--- config.mk ---
export PLATFORM = sky130hd
export DESIGN_NAME = forward_scoreboard
export DESIGN_NICKNAME = d
export VERILOG_FILES = /design/src/rtl/forward_scoreboard.sv
export SDC_FILE = /design/constraint.sdc
export NUM_CORES = 1
export LEC_CHECK = 0
export BUFFER_PORTS_ARGS = -buffer_cell sky130_fd_sc_hd__clkbuf_2
export CELL_PAD_IN_SITES_DETAIL_PLACEMENT = 1
export CELL_PAD_IN_SITES_GLOBAL_PLACEMENT = 2
export CORE_MARGIN = 3
export CORE_UTILIZATION = 20
export CTS_BUF_LIST = sky130_fd_sc_hd__clkbuf_4 sky130_fd_sc_hd__clkbuf_8
export DETAILED_ROUTE_END_ITERATION = 8
export PLACE_DENSITY_LB_ADDON = 0.15
export SLEW_MARGIN = 10
export SYNTH_ARGS = -nofsm -noshare
export SYNTH_HDL_FRONTEND = slang
export SYNTH_SLANG_ARGS = --single-unit
--- constraint.sdc ---
create_clock -name clk -period 2.2 [get_ports clk]
set_clock_uncertainty 0.2 [all_clocks]
set_input_delay 0.11 -clock clk [delete_from_list [all_inputs] [get_ports clk]]
set_output_delay 0.11 -clock clk [all_outputs]
set_load 0.05 [all_outputs]
--- src/rtl/forward_scoreboard.sv ---
// forward_scoreboard: rs1/rs2 operand forwarding, long-latency scoreboard and stall watchdog.
// Optional FORWARD_STALL_PERF_EN adds the stall_cycles / sb_stall_cycles counters.
module forward_scoreboard #(
  parameter int XLEN          = 32,
  parameter int NUM_STAGES    = 2,
  parameter int STALL_TIMEOUT = 255
) (
  input  logic                       clk,
  input  logic                       rst,
  input  logic [XLEN-1:0]            regs_rs1_rd_data,
  input  logic [XLEN-1:0]            regs_rs2_rd_data,
  input  logic [4:0]                 decode_r_rs1,
  input  logic [4:0]                 decode_r_rs2,
  input  logic                       decode_valid,
  input  logic [5*NUM_STAGES-1:0]    stage_rd,
  input  logic [NUM_STAGES-1:0]      stage_rd_wr_en,
  input  logic [XLEN*NUM_STAGES-1:0] stage_rd_wr_data,
  input  logic [NUM_STAGES-1:0]      stage_rd_valid,
  input  logic                       retire_en,
  input  logic                       wb_en,
  input  logic [4:0]                 wb_rd,
  input  logic                       flush,
  output logic [XLEN-1:0]            forward_rs1_data,
  output logic [XLEN-1:0]            forward_rs2_data,
  output logic                       execute_force_stall,
  output logic [31:0]                sb_busy,
  output logic                       stall_timeout
`ifdef FORWARD_STALL_PERF_EN
  ,
  output logic [31:0]                stall_cycles,
  output logic [31:0]                sb_stall_cycles
`endif
);

  localparam int CW  = $clog2(STALL_TIMEOUT + 1);
  localparam int OLD = NUM_STAGES - 1;

  typedef struct packed {
    logic [XLEN-1:0] data;
    logic            stall;
    logic            sb_hit;
  } fwd_t;

  logic [31:0]   sb_q, sb_d;
  logic [CW-1:0] cnt_q, cnt_d;
  logic          to_q, to_d;
  logic          sb_set;
  logic [4:0]    set_rd;
  logic          sb_stall;
  fwd_t          f1, f2;

  // Oldest stage scanned first so the youngest match overwrites it.
  function automatic fwd_t resolve(
    input logic [4:0]      rs,
    input logic [XLEN-1:0] rf
  );
    fwd_t r;
    logic hit;
    r.data   = rf;
    r.stall  = 1'b0;
    r.sb_hit = 1'b0;
    hit      = 1'b0;
    for (int i = NUM_STAGES - 1; i >= 0; i--) begin
      if (stage_rd_wr_en[i] && stage_rd[5*i +: 5] == rs) begin
        hit     = 1'b1;
        r.data  = stage_rd_wr_data[XLEN*i +: XLEN];
        r.stall = !stage_rd_valid[i];
      end
    end
    if (!hit && sb_q[rs]) begin
      r.stall  = 1'b1;
      r.sb_hit = 1'b1;
    end
    if (rs == 5'd0) begin
      r.data   = '0;
      r.stall  = 1'b0;
      r.sb_hit = 1'b0;
    end
    return r;
  endfunction

  assign f1 = resolve(decode_r_rs1, regs_rs1_rd_data);
  assign f2 = resolve(decode_r_rs2, regs_rs2_rd_data);

  assign forward_rs1_data    = f1.data;
  assign forward_rs2_data    = f2.data;
  assign execute_force_stall = decode_valid && (f1.stall || f2.stall);
  assign sb_stall            = decode_valid && (f1.sb_hit || f2.sb_hit);
  assign sb_busy             = sb_q;
  assign stall_timeout       = to_q;

  assign set_rd = stage_rd[5*OLD +: 5];
  assign sb_set = retire_en && stage_rd_wr_en[OLD] && !stage_rd_valid[OLD];

  // Scoreboard next state: set beats clear, flush beats both.
  always_comb begin
    sb_d = sb_q;
    if (wb_en) sb_d[wb_rd] = 1'b0;
    if (sb_set) sb_d[set_rd] = 1'b1;
    sb_d[0] = 1'b0;
    if (flush) sb_d = '0;
  end

  // Watchdog: saturating run-length of stall cycles, sticky flag.
  always_comb begin
    cnt_d = '0;
    to_d  = to_q;
    if (flush) begin
      to_d = 1'b0;
    end else if (execute_force_stall) begin
      if (cnt_q != CW'(STALL_TIMEOUT)) cnt_d = cnt_q + CW'(1);
      else cnt_d = cnt_q;
      if (cnt_d == CW'(STALL_TIMEOUT)) to_d = 1'b1;
    end
  end

  // State registers.
  always_ff @(posedge clk) begin
    if (rst) begin
      sb_q  <= '0;
      cnt_q <= '0;
      to_q  <= 1'b0;
    end else begin
      sb_q  <= sb_d;
      cnt_q <= cnt_d;
      to_q  <= to_d;
    end
  end

`ifdef FORWARD_STALL_PERF_EN
  // Free-running stall counters, wrapping, untouched by flush.
  always_ff @(posedge clk) begin
    if (rst) begin
      stall_cycles    <= '0;
      sb_stall_cycles <= '0;
    end else begin
      if (execute_force_stall) stall_cycles <= stall_cycles + 32'd1;
      if (sb_stall) sb_stall_cycles <= sb_stall_cycles + 32'd1;
    end
  end
`endif

endmodule
==> run_results.csv, run 1 <==
group,metric,value,unit
status,status,"finished with violations",
status,violations,"negative setup slack",
yosys,ys_async_sr_fraction,0,%
cells_and_area,regArea,832,um2
yosys,avgSynthCellArea,7.45,um2
route,detail-route-antenna-nets,0,
route,num_vias,5741,
sta,finalCritPeriodShare,117,%
setup_path,crit_chain,"buf_6 > mux4_2 > a22oi_2 > or2_4 > a32oi_2 > o211a_1 > o21ai_4 > inv_4 > buf_8",
min_path,min_path_type,"in -> reg",
cells_and_area,drive_above_1_share,62.7,%
clock_network,cts_tree,"yes",
yosys,synth_top_area_share,19.1,%
placement,post-place-ws,-0.266,ns
route,drt-pass1-iter-count,4,
yosys,synth_edf_count,0,
clock_network,clk_pin_slew,0.09,ns
setup_path,crit_buf_inv,3,
floorplan,row_count,52,
floorplan,die_h,151,um
yosys,ys_types,51,
route,wl,25800,um
route,drt-wirelength-per-cell,22.1,um
cells_and_area,design_area,9470,um2
floorplan,die_area,22800,um2
yosys,yosys_warnings,0,
setup_path,critPathMaxStageDelay,0.45,ns
yosys,synth_commonest_cells,"nor2_1, mux2i_1, a211oi_1",
sta,setup_slack,-0.365,ns
sta,finalHoldViolations,0,
route,drt-initial-drc-count,150,
floorplan,floorplan.initialDensity,20.6,%
global_routing,grt_first_pass_wirelength,36400,um
yosys,ys_ff_latch,40,
placement,place_congestion,0.843,
sta,min_period,2.56,ns
yosys,yosysTopAreaCell,"dfxtp_1",
sta,fmax,390,MHz
yosys,syn_inst,564,
floorplan,core,20400,um2
yosys,yosys.cell_count.top_type,"nor2_1",
setup_path,cp.arrival,2.25,ns
placement,hpwl,20200,um
route,drc_errors,0,
sta,max_slew.worst_pin.slew,1.07,ns
setup_path,rr_worst_depth,10,
setup_path,crit_fanout,2,
setup_path,slowest_stage,"mux4_2",
placement,portBuffers,259,
yosys,syn-cell-area,4200,um2
floorplan,die_w,151,um
global_routing,antenna_found_initial,1,
sta,slew_headroom,28.4,%
setup_path,rrSetupSlack,-0.24,ns
cells_and_area,synthToLayoutAreaGrowth,125,%
sta,fin_hold_ws,0.0437,ns
setup_path,critPathKind,"reg -> out",
yosys,synth_area_leaders,"dfxtp_1, mux2i_1, a211oi_1",
global_routing,overflow,0,
pwr,leakagePower,3.77,nW
clock_network,htree_levels,2,
setup_path,r2r-end,"cnt_q[4]",
pwr,worst_ir_drop_vdd,198,uV
setup_path,crit_path_end_kind,"output pin",
cells_and_area,n_fill_cell,2277,
clock_network,clock_sinks,40,
setup_path,r2r-start,"sb_busy[18]",
min_path,hold_path.startpoint,"stage_rd[5]",
min_path,worstHoldPathCells,4,
cells_and_area,final_nets,1055,
setup_path,worstPathRequired,1.89,ns
cells_and_area,multi_input_area,4670,um2
global_routing,grt_max_degree,41,
global_routing,grt_pass1_vias,6018,
clock_network,cts-root-buf,"clkbuf_8",
setup_path,startpoint_type,"flop",
sta,setup_viol,35,
sta,slew_viol_final,0,
placement,place_area,8060,um2
pwr,powerDensity,331,nW/um2
clock_network,cts_inserted_buffers,5,
min_path,whs_endpoint,"sb_busy[26]",
floorplan,io_pins,261,
route,viasPerCell,4.94,
clock_network,clk_path_buf_depth,2,
yosys,seq_area_frac_synth,19.1,%
sta,grt_setup_unrepaired,"yes",
clock_network,clk_latency,0.31,ns
yosys,ys.flop_type,"dfxtp_1",
job,maxCapViolations,0,
yosys,syn_nets,728,
global_routing,grt_usage,20.8,%
setup_path,cp_top_family,"compound AO/OA/AOI/OAI gates",
[state kept, by name, indices dropped and copies added (netlist names)]
| register | flops |
|---|---|
| cnt_q | 8 |
| sb_busy | 31 |
| stall_timeout | 1 |
[worst min-delay path: cells and delay by family]
| family | cells | cell delay (ns) |
|---|---|---|
| AND/OR/NAND/NOR | 2 | 0.20 |
| AO/OA/AOI/OAI | 1 | 0.05 |
| buffers and inverters | 1 | 0.16 |
[repair_timing]
item / in CTS / in global routing
endpoints found under the setup margin: 73 / 72
hold endpoints to repair: 1 / 0
gates resized for setup: 104 / 84
pin swaps: 21 / 22
hold buffers: 2 / 0
buffers inserted: 12 / 14
gates cloned: 4 / 5
[placed cells by master, fill, tap and decap left out, drive strengths merged, types with 4 or more instances in the layout]
cell type,n
mux2,4
a211oi,64
nor3,10
nor4,4
a21oi,36
nand3b,7
or2,4
mux2i,75
inv,7
and2,4
buf,174
nor2b,4
xor2,14
clkbuf,200
nor2,84
nand4,5
xnor2,9
nand3,9
nand2,53
mux4,9
o21ai,34
dfxtp,40
[cell families after synthesis]
logic type	count (synthesis)	share of synthesized area (%)
AO/OA/AOI/OAI	153	23.8
AND/OR/NAND/NOR	200	22.2
XOR/XNOR	23	4.79
flip-flops	40	19.1
buffers and inverters	57	5.78
adder cells (fa/ha/maj)	2	0.536
other	1	0.0893
multiplexers	88	23.8
[final cells by class]
cell class              instances  share of cell area [%]
diodes                          1                  0.0264
flip-flops and latches         40                    8.79
well taps                     270                    3.57
clock inverters                 3                   0.436
repair buffers                371                    36.9
multi-input cells             467                    49.3
clock buffers                   5                   0.727
inverters                       6                   0.264
[power by group]
part           leakage (nW)  switching, mW  internal (mW)  total (mW)
sequential            0.330        0.00134          0.716       0.718
combinational          3.38          0.930          0.852        1.78
clock                0.0585          0.301          0.337       0.639
total                  3.77           1.23           1.91        3.14
[layer usage]
layer  routed length (um)  vias to the layer above  track usage (%)
li1                     -                     2687                -
met2                13500                      162             37.6
met5                    0                        -                0
met1                10300                     2857             25.4
met4                  646                        0             5.17
met3                 1300                       35             3.71
[worst max-delay path by stage]
stage	startpoint	end	slack (ns)	depth (start not counted)
finish	sb_busy[18]	execute_force_stall	-0.36	9
global route	sb_busy[18]	execute_force_stall	-0.43	9
floorplan	sb_busy[14]	stall_timeout	-0.08	7
CTS	sb_busy[18]	execute_force_stall	-0.41	9
detailed placement	decode_r_rs2[0]	forward_rs2_data[14]	-0.27	8
global placement	decode_r_rs2[0]	forward_rs2_data[17]	-0.22	8
[metrics by stage]
stage                     cells  total power [mW]  utilization (%)  TNS (ns)
after floorplan             564              1.55                -    -0.696
after global placement     1120              2.27             39.4     -7.97
after detailed placement   1120              2.30             39.4    -10.69
after CTS                  1146              3.05             43.6     -4.09
after global routing       1163              3.25             46.3     -7.05
final                      1163              3.14             46.3     -3.47
(Power assumes the default switching activity.)
==> inputs of run 2 (changes only) <==
--- a/config.mk
+++ b/config.mk
@@ -12,6 +12,7 @@
 export CORE_UTILIZATION = 20
 export CTS_BUF_LIST = sky130_fd_sc_hd__clkbuf_4 sky130_fd_sc_hd__clkbuf_8
 export DETAILED_ROUTE_END_ITERATION = 8
+export MAX_ROUTING_LAYER = met4
 export PLACE_DENSITY_LB_ADDON = 0.15
 export SLEW_MARGIN = 10
 export SYNTH_ARGS = -nofsm -noshare
==> run 2 against run 1 <==
Compared with the run above: fmax fell by 0.12%; die area did not move; power fell by 0.13%; critical path type unchanged; first-iteration DRC count rose by 2.0%; register-to-register slack barely moved; global-route usage rose by 0.60 points; largest cell class unchanged; core utilization did not move; sequential power barely moved; setup slack got worse by 0.0032 ns; non-clock buffer count did not move; clock-buffer cell count did not move; cell count did not move; highest routed layer unchanged; the run still ends with negative setup slack left.
==> run_results.csv, run 2 (synthesized netlist as in run 1, its figures left out) <==
group,metric,value,unit
cells_and_area,final_nets,1055,
floorplan,die_w,151,um
cells_and_area,design_area,9470,um2
route,viasPerCell,4.92,
sta,finalHoldViolations,0,
cells_and_area,largest_register_ff_count,31,
sta,setup_viol,35,
route,detail-route-antenna-nets,0,
sta,finalCritPeriodShare,117,%
cells_and_area,layout_common_cells,"clkbuf_2, buf_4, buf_12",
status,status,"finished with violations",
setup_path,crit_path_end_kind,"output pin",
clock_network,cts-root-buf,"clkbuf_8",
clock_network,cts_inserted_buffers,5,
global_routing,grt_pass1_vias,6011,
sta,min_period,2.57,ns
route,drt-pass1-iter-count,4,
cells_and_area,synthToLayoutAreaGrowth,125,%
setup_path,critPathMaxStageDelay,0.45,ns
sta,max_slew.worst_pin.slew,1.07,ns
placement,place_area,8060,um2
route,drt-wirelength-per-cell,22.2,um
pwr,leakagePower,3.77,nW
cells_and_area,final_common_cell,"clkbuf_2",
route,drc_errors,0,
setup_path,critPathKind,"reg -> out",
route,drt-initial-drc-count,153,
clock_network,htree_levels,2,
clock_network,cts_tree,"yes",
pwr,powerDensity,331,nW/um2
sta,slew_headroom,28.5,%
setup_path,crit_chain,"buf_6 > mux4_2 > a22oi_2 > or2_4 > a32oi_2 > o211a_1 > o21ai_4 > inv_4 > buf_8",
setup_path,startpoint_type,"flop",
setup_path,slowest_stage,"mux4_2",
sta,slew_viol_final,0,
floorplan,row_count,52,
cells_and_area,drive_above_1_share,62.7,%
route,num_vias,5726,
pwr,worst_ir_drop_vdd,199,uV
global_routing,grt_max_degree,41,
floorplan,die_area,22800,um2
floorplan,floorplan.initialDensity,20.6,%
clock_network,clock_sinks,40,
floorplan,core,20400,um2
status,violations,"negative setup slack",
global_routing,grt_usage,21.4,%
global_routing,overflow,0,
min_path,min_path_type,"in -> reg",
clock_network,clk_pin_slew,0.09,ns
sta,setup_slack,-0.368,ns
sta,grt_setup_unrepaired,"yes",
job,maxCapViolations,0,
clock_network,clk_path_buf_depth,2,
sta,fin_hold_ws,0.0511,ns
floorplan,io_pins,261,
floorplan,die_h,151,um
sta,fmax,389,MHz
placement,portBuffers,259,
global_routing,antenna_found_initial,1,
setup_path,worstPathRequired,1.89,ns
clock_network,clk_latency,0.31,ns
setup_path,crit_fanout,2,
placement,hpwl,20200,um
global_routing,grt_first_pass_wirelength,36500,um
route,wl,25800,um
setup_path,cp.arrival,2.26,ns
placement,place_congestion,0.857,
run 2: cell counts in the layout (fill, tap and decap cells not counted):
Identical to the previous run, type by type.
run 2: final timing paths:
check           startpoint  cells past startpoint  slack, ns             endpoint
max            sb_busy[18]                      9      -0.37  execute_force_stall
min            stage_rd[5]                      4       0.05          sb_busy[26]
max reg2reg    sb_busy[18]                     10      -0.24             cnt_q[6]
min reg2reg  stall_timeout                      2       0.29        stall_timeout
run 2: critical path, delay by kind of cell (launching register included):
| family | cells | cell delay (ns) |
|---|---|---|
| buffers and inverters | 3 | 0.29 |
| AOI/OAI and AO/OA | 4 | 0.70 |
| DFF | 1 | 0.35 |
| and+or+nand+nor | 1 | 0.15 |
| muxes | 1 | 0.45 |
run 2: power breakdown:
part / total, mW / switching [mW] / internal, mW
logic: 1.78 / 0.930 / 0.852
registers: 0.718 / 0.00134 / 0.716
clock network: 0.634 / 0.297 / 0.337
run 2: cell type report:
class / count / area, um2
repair buffers: 371 / 3490
clock inverters: 3 / 41.3
well taps: 270 / 338
clock buffers: 5 / 68.8
flip-flops and latches: 40 / 832
inverters: 6 / 25.0
multi-input cells: 467 / 4670
fillers: 2277 / 11000
diodes: 1 / 2.50
run 2: through the flow:
stage | power [mW] | cells | setup slack, ns | utilization, % | setup TNS [ns]
3_5_place_dp | 2.30 | 1120 | -0.266 | 39.4 | -10.69
4_1_cts | 3.05 | 1146 | -0.412 | 43.6 | -4.09
6_report | 3.13 | 1163 | -0.368 | 46.3 | -3.54
3_3_place_gp | 2.27 | 1120 | -0.223 | 39.4 | -7.97
5_1_grt | 3.25 | 1163 | -0.427 | 46.3 | -7.05
2_1_floorplan | 1.55 | 564 | -0.0784 | - | -0.696
run 2: repair_timing:
| item | in CTS | in global routing |
|---|---|---|
| buffers inserted | 12 | 14 |
| endpoints found under the setup margin | 73 | 72 |
| hold buffers | 2 | 0 |
| pin swaps | 21 | 22 |
| endpoints found under the hold margin | 1 | 0 |
| cloned | 4 | 5 |
| resized for setup | 104 | 84 |
run 2: layer usage:
metal	GRT usage, %	part of all wire [%]	up-vias
li1	-	-	2682
met1	25.5	39	2831
met2	37.6	53	179
met3	3.56	5.4	34
met4	5.17	2.5	0
met5	-	0	-
